`config.mk`:
```
export PLATFORM = sky130hd
export DESIGN_NAME = rs_alu_pool
export DESIGN_NICKNAME = d
export VERILOG_FILES = /design/src/rtl/rs_alu_pool.sv
export SDC_FILE = /design/constraint.sdc
export NUM_CORES = 2
export LEC_CHECK = 0
export CORE_ASPECT_RATIO = 0.75
export CORE_MARGIN = 2
export CORE_UTILIZATION = 48
export DETAILED_ROUTE_END_ITERATION = 10
export DONT_BUFFER_PORTS = 1
export PLACE_DENSITY = 0.72
export SYNTH_ARGS = -nofsm -noshare
export SYNTH_HDL_FRONTEND = slang
export SYNTH_SLANG_ARGS = --single-unit
```
`constraint.sdc`:
```
create_clock -name clk -period 8.2 [get_ports clk]
set_clock_uncertainty 0.15 [all_clocks]
set_input_delay 1.64 -clock clk [delete_from_list [all_inputs] [get_ports clk]]
set_output_delay 1.64 -clock clk [all_outputs]
set_load 0.1 [all_outputs]
```
`src/rtl/rs_alu_pool.sv`:
```
// rs_alu_pool: shared-pool ALU reservation station.
//
// Holds up to DEPTH instructions from the dispatcher, wakes their operands
// by snooping CDB_N result buses, and issues the oldest ready entry into a
// registered valid/ready output stage feeding one ALU.
//
// Ports:
//   clk, rst            clock, synchronous active-high reset
//   rdy                 global enable; low freezes all state
//   flush               discard all entries and the output register
//   alloc_*             dispatcher allocation port (valid/ready + fields)
//   cdb_valid/tag/data  packed result buses, bus 0 in the LSBs
//   issue_*             registered issue port to the ALU (valid/ready + fields)
//   occupancy           number of busy entries
//
// Build option:
//   RS_ALU_WAKEUP_FWD_EN  when defined, an entry whose locked operands all
//                         match a valid CDB tag this cycle may issue at that
//                         same edge, with the CDB data captured directly.
module rs_alu_pool #(
  parameter int DEPTH    = 4,
  parameter int CDB_N    = 3,
  parameter int TAG_W    = 5,
  parameter int UNLOCKED = 0,
  parameter int DATA_W   = 32,
  parameter int ADDR_W   = 32,
  parameter int OP_W     = 6,
  parameter int RADDR_W  = 5
) (
  input  logic                      clk,
  input  logic                      rst,
  input  logic                      rdy,
  input  logic                      flush,
  input  logic                      alloc_valid,
  output logic                      alloc_ready,
  input  logic [ADDR_W-1:0]         alloc_pc,
  input  logic [OP_W-1:0]           alloc_op,
  input  logic [TAG_W-1:0]          alloc_tagx,
  input  logic [TAG_W-1:0]          alloc_tagy,
  input  logic [TAG_W-1:0]          alloc_tagw,
  input  logic [DATA_W-1:0]         alloc_datax,
  input  logic [DATA_W-1:0]         alloc_datay,
  input  logic [RADDR_W-1:0]        alloc_target,
  input  logic [CDB_N-1:0]          cdb_valid,
  input  logic [CDB_N*TAG_W-1:0]    cdb_tag,
  input  logic [CDB_N*DATA_W-1:0]   cdb_data,
  output logic                      issue_valid,
  input  logic                      issue_ready,
  output logic [ADDR_W-1:0]         issue_pc,
  output logic [OP_W-1:0]           issue_op,
  output logic [DATA_W-1:0]         issue_datax,
  output logic [DATA_W-1:0]         issue_datay,
  output logic [TAG_W-1:0]          issue_tagw,
  output logic [RADDR_W-1:0]        issue_target,
  output logic [$clog2(DEPTH):0]    occupancy
);

  localparam int CNT_W = $clog2(DEPTH) + 1;
  localparam int IDX_W = $clog2(DEPTH);
  localparam logic [TAG_W-1:0] TAG_FREE = TAG_W'(UNLOCKED);

  typedef struct packed {
    logic [ADDR_W-1:0]  pc;
    logic [OP_W-1:0]    op;
    logic [TAG_W-1:0]   tagx;
    logic [TAG_W-1:0]   tagy;
    logic [TAG_W-1:0]   tagw;
    logic [DATA_W-1:0]  datax;
    logic [DATA_W-1:0]  datay;
    logic [RADDR_W-1:0] target;
    logic [CNT_W-1:0]   rank;   // 0 = oldest
  } entry_t;

  typedef struct packed {
    logic              hit;
    logic [DATA_W-1:0] data;
  } snoop_t;

  // Lowest-index valid bus carrying `tag` wins; scanning downward lets the
  // last (lowest) match overwrite any higher one.
  function automatic snoop_t snoop(input logic [TAG_W-1:0] tag);
    snoop_t s;
    s = '0;
    if (tag != TAG_FREE) begin
      for (int b = CDB_N - 1; b >= 0; b--) begin
        if (cdb_valid[b] && cdb_tag[b*TAG_W +: TAG_W] == tag) begin
          s.hit  = 1'b1;
          s.data = cdb_data[b*DATA_W +: DATA_W];
        end
      end
    end
    return s;
  endfunction

  entry_t            ent_q  [DEPTH];
  logic [DEPTH-1:0]  busy_q;

  snoop_t            sx     [DEPTH];
  snoop_t            sy     [DEPTH];
  logic [DATA_W-1:0] cur_x  [DEPTH];
  logic [DATA_W-1:0] cur_y  [DEPTH];
  logic [DEPTH-1:0]  elig;
  snoop_t            ax, ay;
  logic [CNT_W-1:0]  occ;
  logic              free_found;
  logic [IDX_W-1:0]  free_idx;
  logic              sel_found;
  logic [IDX_W-1:0]  sel_idx;
  logic [CNT_W-1:0]  sel_rank;
  logic              do_issue;
  logic              do_alloc;
  logic [CNT_W-1:0]  alloc_rank;

  // NOTE: every always_comb output gets a default first so no path leaves
  // it unassigned, which would otherwise infer a latch.
  always_comb begin
    occ        = '0;
    free_found = 1'b0;
    free_idx   = '0;
    sel_found  = 1'b0;
    sel_idx    = '0;
    sel_rank   = '0;
    elig       = '0;
    ax         = snoop(alloc_tagx);
    ay         = snoop(alloc_tagy);
    for (int i = 0; i < DEPTH; i++) begin
      sx[i]    = snoop(ent_q[i].tagx);
      sy[i]    = snoop(ent_q[i].tagy);
      // Operand value as it will be after this edge's wake-up.
      cur_x[i] = sx[i].hit ? sx[i].data : ent_q[i].datax;
      cur_y[i] = sy[i].hit ? sy[i].data : ent_q[i].datay;
      occ      = occ + CNT_W'(busy_q[i]);
`ifdef RS_ALU_WAKEUP_FWD_EN
      elig[i]  = busy_q[i] && (ent_q[i].tagx == TAG_FREE || sx[i].hit)
                           && (ent_q[i].tagy == TAG_FREE || sy[i].hit);
`else
      elig[i]  = busy_q[i] && ent_q[i].tagx == TAG_FREE
                           && ent_q[i].tagy == TAG_FREE;
`endif
      if (!busy_q[i] && !free_found) begin
        free_found = 1'b1;
        free_idx   = IDX_W'(i);
      end
      if (elig[i] && (!sel_found || ent_q[i].rank < sel_rank)) begin
        sel_found = 1'b1;
        sel_idx   = IDX_W'(i);
        sel_rank  = ent_q[i].rank;
      end
    end
  end

  assign occupancy   = occ;
  assign alloc_ready = rdy && (occ != CNT_W'(DEPTH));
  assign do_issue    = rdy && sel_found && (!issue_valid || issue_ready);
  assign do_alloc    = alloc_valid && alloc_ready;
  // A same-cycle departure shrinks the queue the new entry joins.
  assign alloc_rank  = occ - CNT_W'(do_issue);

  // NOTE: sequential state uses non-blocking assignments only, so every
  // entry sees the pre-edge values of its neighbours and the select logic.
  always_ff @(posedge clk) begin
    if (rst || flush) begin
      // NOTE: the entry array is reset in full (tags unlocked, data zeroed)
      // rather than only the busy bits, so a fresh pool is fully defined.
      busy_q <= '0;
      for (int i = 0; i < DEPTH; i++) begin
        ent_q[i]      <= '0;
        ent_q[i].tagx <= TAG_FREE;
        ent_q[i].tagy <= TAG_FREE;
      end
      issue_valid  <= 1'b0;
      issue_pc     <= '0;
      issue_op     <= '0;
      issue_datax  <= '0;
      issue_datay  <= '0;
      issue_tagw   <= '0;
      issue_target <= '0;
    end else if (rdy) begin
      for (int i = 0; i < DEPTH; i++) begin
        if (do_issue && sel_idx == IDX_W'(i)) begin
          busy_q[i] <= 1'b0;
        end else if (busy_q[i]) begin
          if (sx[i].hit) begin
            ent_q[i].tagx  <= TAG_FREE;
            ent_q[i].datax <= sx[i].data;
          end
          if (sy[i].hit) begin
            ent_q[i].tagy  <= TAG_FREE;
            ent_q[i].datay <= sy[i].data;
          end
          if (do_issue && ent_q[i].rank > sel_rank)
            ent_q[i].rank <= ent_q[i].rank - 1'b1;
        end
        // The free slot is never the selected one, so no conflict above.
        if (do_alloc && free_idx == IDX_W'(i)) begin
          busy_q[i]       <= 1'b1;
          ent_q[i].pc     <= alloc_pc;
          ent_q[i].op     <= alloc_op;
          ent_q[i].tagw   <= alloc_tagw;
          ent_q[i].target <= alloc_target;
          ent_q[i].rank   <= alloc_rank;
          ent_q[i].tagx   <= ax.hit ? TAG_FREE : alloc_tagx;
          ent_q[i].datax  <= ax.hit ? ax.data  : alloc_datax;
          ent_q[i].tagy   <= ay.hit ? TAG_FREE : alloc_tagy;
          ent_q[i].datay  <= ay.hit ? ay.data  : alloc_datay;
        end
      end

      if (do_issue) begin
        issue_valid  <= 1'b1;
        issue_pc     <= ent_q[sel_idx].pc;
        issue_op     <= ent_q[sel_idx].op;
        issue_datax  <= cur_x[sel_idx];
        issue_datay  <= cur_y[sel_idx];
        issue_tagw   <= ent_q[sel_idx].tagw;
        issue_target <= ent_q[sel_idx].target;
      end else if (issue_valid && issue_ready) begin
        issue_valid <= 1'b0;
      end
    end
  end

endmodule

```
After elaboration in Yosys (flattened, before gate mapping)
Memories as Yosys holds them, arrays and structs flattened. A register that Yosys moved wholly into a read port is not among the register bits. Cells that the tools add are included.

Word-level logic and storage cells: 471. Input bits: 242. Output and inout bits: 117. Register bits: 69. RAM bits: 500. Memories: 1.

Memories: ent_q (depth 4, bits a word 125, rd ports 5, clocked after memory_dff 1, wr ports 4, line 95) `entry_t ent_q [DEPTH];`.

Eq/ne operators: 37. Add/subtract/negate cells: 8. Reduce and logical (&&, ||, !) cells: 106. Muxes and demuxes: 239. Order comparisons: 8. Bitwise logic cells: 65.

Operators with widths (count): $mux W33 (40); $mux W32 (34); $mux W5 (34); $eq A5 B5 Y1 (30); $bmux W32 S2 (2); $mux W1 (109); $or A1 B1 Y1 (64); $logic_and A1 B1 Y1 (61); $reduce_bool A5 Y1 (10); $logic_not A5 Y1 (8); $mux W3 (12); $mux W6 (4); $gt A3 B3 Y1 (4); $reduce_and A2 Y1 (6); $sub A3 B1 Y3 const B (4); $reduce_bool A2 Y1 (5); $logic_not A1 Y1 (9); $lt A3 B3 Y1 (3); $eq A2 B2 Y1 const B (4); $mux W2 (4); $logic_or A1 B1 Y1 (5); $eq A2 B1 Y1 const B (2); $logic_not A2 Y1 (2); $add A2 B1 Y3 (1); other kinds (6) (6).

Longest topological paths before layout
An unclocked memory read counts as a cell.

Depth after elaboration: 28. Mapped depth: 37. Mapped depth without buffers: 33.

Least setup slack after synthesis
OpenSTA, ideal clock, no wires.

Path type: flip-flop to flip-flop. From: memory ent_q[0][77] (netlist name). To: memory ent_q[3][40] (netlist name) (enable). Data required time: 7.567 ns. Data arrival time: 7.986 ns. Stages on the path, launching flop included: 27. Path buffers: 3. Library setup time: 0.483 ns. Path slack: -0.419 ns. Clock period less this slack: 8.619 ns. Path through: edfxtp_1 > or4_1 > nor2_1 > and3_1 > nand2_1 > ha_1 > o21ai_0 > a21oi_1 > a21oi_1 > nor2_1 > a21oi_1 > ha_1 > a21o_1 > nor2_1 > o21ai_0 > a21oi_1 > mux2_2 > ha_1 > o21a_1 > nor2_1 > a21oi_1 > a21o_1 > buf_4 > o2111ai_1 > clkbuf_1 > buf_2 > o21ai_0.

RTL lines (line): start: declaration (95).

==> metrics.csv <==
metric,value,unit
cp_top_family,compound AO/OA/AOI/OAI gates,
dpl_cell_area,39770,µm²
fillers,7190,
worstHoldEndpoint,issue_pc[12],
num-nets-final,4290,
cp_data_arrival_time,8.00,ns
wire_per_inst,30.58,µm
grt_usage,36.00,%
tightest_slew,1.432,ns
clk_pin_slew,0.07,ns
cp_num_buf_inv,2,
cts-buffers-inserted,68,
synthCells,4343,
placementRows,90,
maxSlewHeadroom,4.306,%
clkLatencyLatePin,0.63,ns
slew_viol_final,0,
final_area,42080,µm²
drc,0,
grt_remaining_overflow,0,
cp-end-kind,flip-flop,
cts_sinks,617,
dr.pass1.iters,9,
syn_nets,4615,
worst-setup-path-type,flip-flop to flip-flop,
hold_depth,2,
fin_tns_setup,0,ns
io_buffers,0,
htree_levels,3,
synthArstFlopShare,0,%
ff2ff_setup_slack,0.41,ns
netlist.area_leader.share,37.85,%
critPathMostFrequentCell,nor2_1,
cp_max_fo,32,
fin_crit,7.788,ns
post-dp-hpwl,93.74,mm
yosys_warnings,0,
drt_iter0_markers,6283,
grt_pass1_wl,227.1,mm
critical-path-max-stage-delay,0.56,ns
ir_worst_vdd,0.1513,mV
core,80740,µm²
slowest_stage,or4_1,
routed_wl,157.4,mm
mostFrequentLayoutCell,nand2_1,
rr_startpoint,ent_q[0][77],
drive_above_1_share,10.93,%
fmax,128.4,MHz
min_period_over_period,94.98,%
ctsHoldBuffers,0,
vias,36290,
seq_area_frac_synth,44.07,%
cts-root-buf,clkbuf_16,
max-cap-violations,0,
synth.distinct_cells,66,
most-common-layout-cells,"nand2_1 (563), edfxtp_1 (495), nor2_1 (411)",
design.die.area,84130,µm²
areaGrowthSynthToFinish,7.172,%
synth_top_cells_by_area,"edfxtp_1 (38%), dfxtp_1 (6.2%), mux2i_1 (5.8%)",
netlist_area,39270,µm²
start_kind,flip-flop,
status,"complete, no violations",
hold_viol,0,
r2r-end,ent_q[1][54],
grt_max_degree,161,
powerDensity,174.3,nW/µm²
crit_required,8.42,ns
vias_per_cell,7.050,
synth_edf_count,495,
final_core_util,52.12,%
grt_pass1_vias,33730,
avgSynthCellArea,9.042,µm²
synth_seq_cells,617,
reg2regPathDepth,31,
hp-start,ent_q[1][105],
drtAntennaViolNets,0,
cts_buffer_depth,3,
cts_tree,done,
fp.dieH,251.7,µm
yosys.area.top_type,edfxtp_1,
final-setup-viol-count,0,
synth-main-ff-cell,edfxtp_1,
crit_start,ent_q[0][77],
min_path_type,flip-flop to flip-flop,
die_w,334.3,µm
initial_core_util,48.63,%
grt_antenna_before_repair,20,
total_leakage_power,16.13,nW
gp_congestion,0.9413,
ios,359,
## cells by family after synthesis
logic type	after synthesis	synth area share, %
xor+xnor	155	3.457
buf+inv	527	5.481
compound gates	1254	21.10
flops	617	44.07
mux	332	8.797
simple gates	1428	16.12
fa+ha+maj	30	0.9750
## report_power, final
group	leakage [nW]	switching (mW)	internal [mW]	total, mW
Sequential	6.50	0.0673	3.49	3.56
Clock	1.08	1.36	1.78	3.14
Combinational	8.55	0.415	0.226	0.640
## worst max-delay path by stage
stage,end,cells after the start
global placement,ent_q[0][22],31
finish,ent_q[1][54],31
global route,ent_q[1][54],31
CTS,ent_q[1][54],31
floorplan,ent_q[0][10],33
detailed placement,ent_q[1][45],31
## metal layers
metal  global-route usage (%)  share of wire (%)  vias to the layer above
met3                    14.70                 16                      727
li1                         -                  -                    15270
met2                    51.86                 41                     3176
met1                    46.57                 36                    17100
met5                    1.093              0.069                        -
met4                    17.68                6.2                       16
## worst register-to-register path: cells and delay by family (launching register included)
kind	cells	cell delay, ns
multiplexers	1	0.38
adder cells (fa/ha/maj)	4	1.15
AND/OR/NAND/NOR	10	1.86
buffers and inverters	2	0.50
AO/OA/AOI/OAI	14	3.02
flip-flops	1	0.47
## area by class of cell
type | instances | area, µm² | area share (%)
Multi-Input combinational cell | 3199 | 20200 | 48.01
Sequential cell | 617 | 17310 | 41.12
Clock buffer | 101 | 1971 | 4.683
Tap cell | 1058 | 1324 | 3.146
Timing Repair Buffer | 107 | 895.9 | 2.129
Clock inverter | 24 | 247.7 | 0.5887
Inverter | 25 | 96.34 | 0.2289
Antenna cell | 16 | 40.04 | 0.09514
## flip-flops by register name (all words and copies together) (netlist names)
signal        cells
issue_datay      32
issue_tagw        5
issue_datax      32
issue_op          6
issue_target      5
issue_pc         32
busy_q            4
ent_q           500
issue_valid       1
## synthesized netlist by cell type, types with 29 or more instances
library cell	instances
a31o_2	59
nor2b_1	52
xnor2_1	41
mux2i_1	227
nor4_1	29
xor2_1	114
buf_1	64
o211ai_1	92
nand3_1	91
a211o_1	101
a311oi_1	31
mux2_2	105
o22ai_1	126
a32oi_1	30
nand2_1	567
edfxtp_1	495
ha_1	29
and3_1	48
buf_2	58
a21boi_0	31
a21oi_1	364
a211oi_1	40
clkbuf_1	363
and2_1	103
nor2_1	414
nor3_1	67
a221oi_1	63
o21ai_0	202
dfxtp_1	122
## what timing repair did
item,in CTS,in global routing
buffers inserted,0,2
setup endpoints to repair,0,230
resized for setup,0,5
## per-stage QoR
step | hold slack (ns) | setup slack (ns) | total power, mW | std cells
floorplan | 0.3525 | 0.5786 | 4.123 | 4343
global placement | 0.3626 | 0.1634 | 4.217 | 5003
CTS | 0.3786 | 0.01226 | 7.307 | 5128
detailed placement | 0.3690 | 0.07479 | 4.232 | 5003
global route | 0.3979 | -0.002188 | 7.501 | 5139
finish | 0.3745 | 0.4119 | 7.334 | 5147
Note: power is estimated with default switching activity, not from simulation.
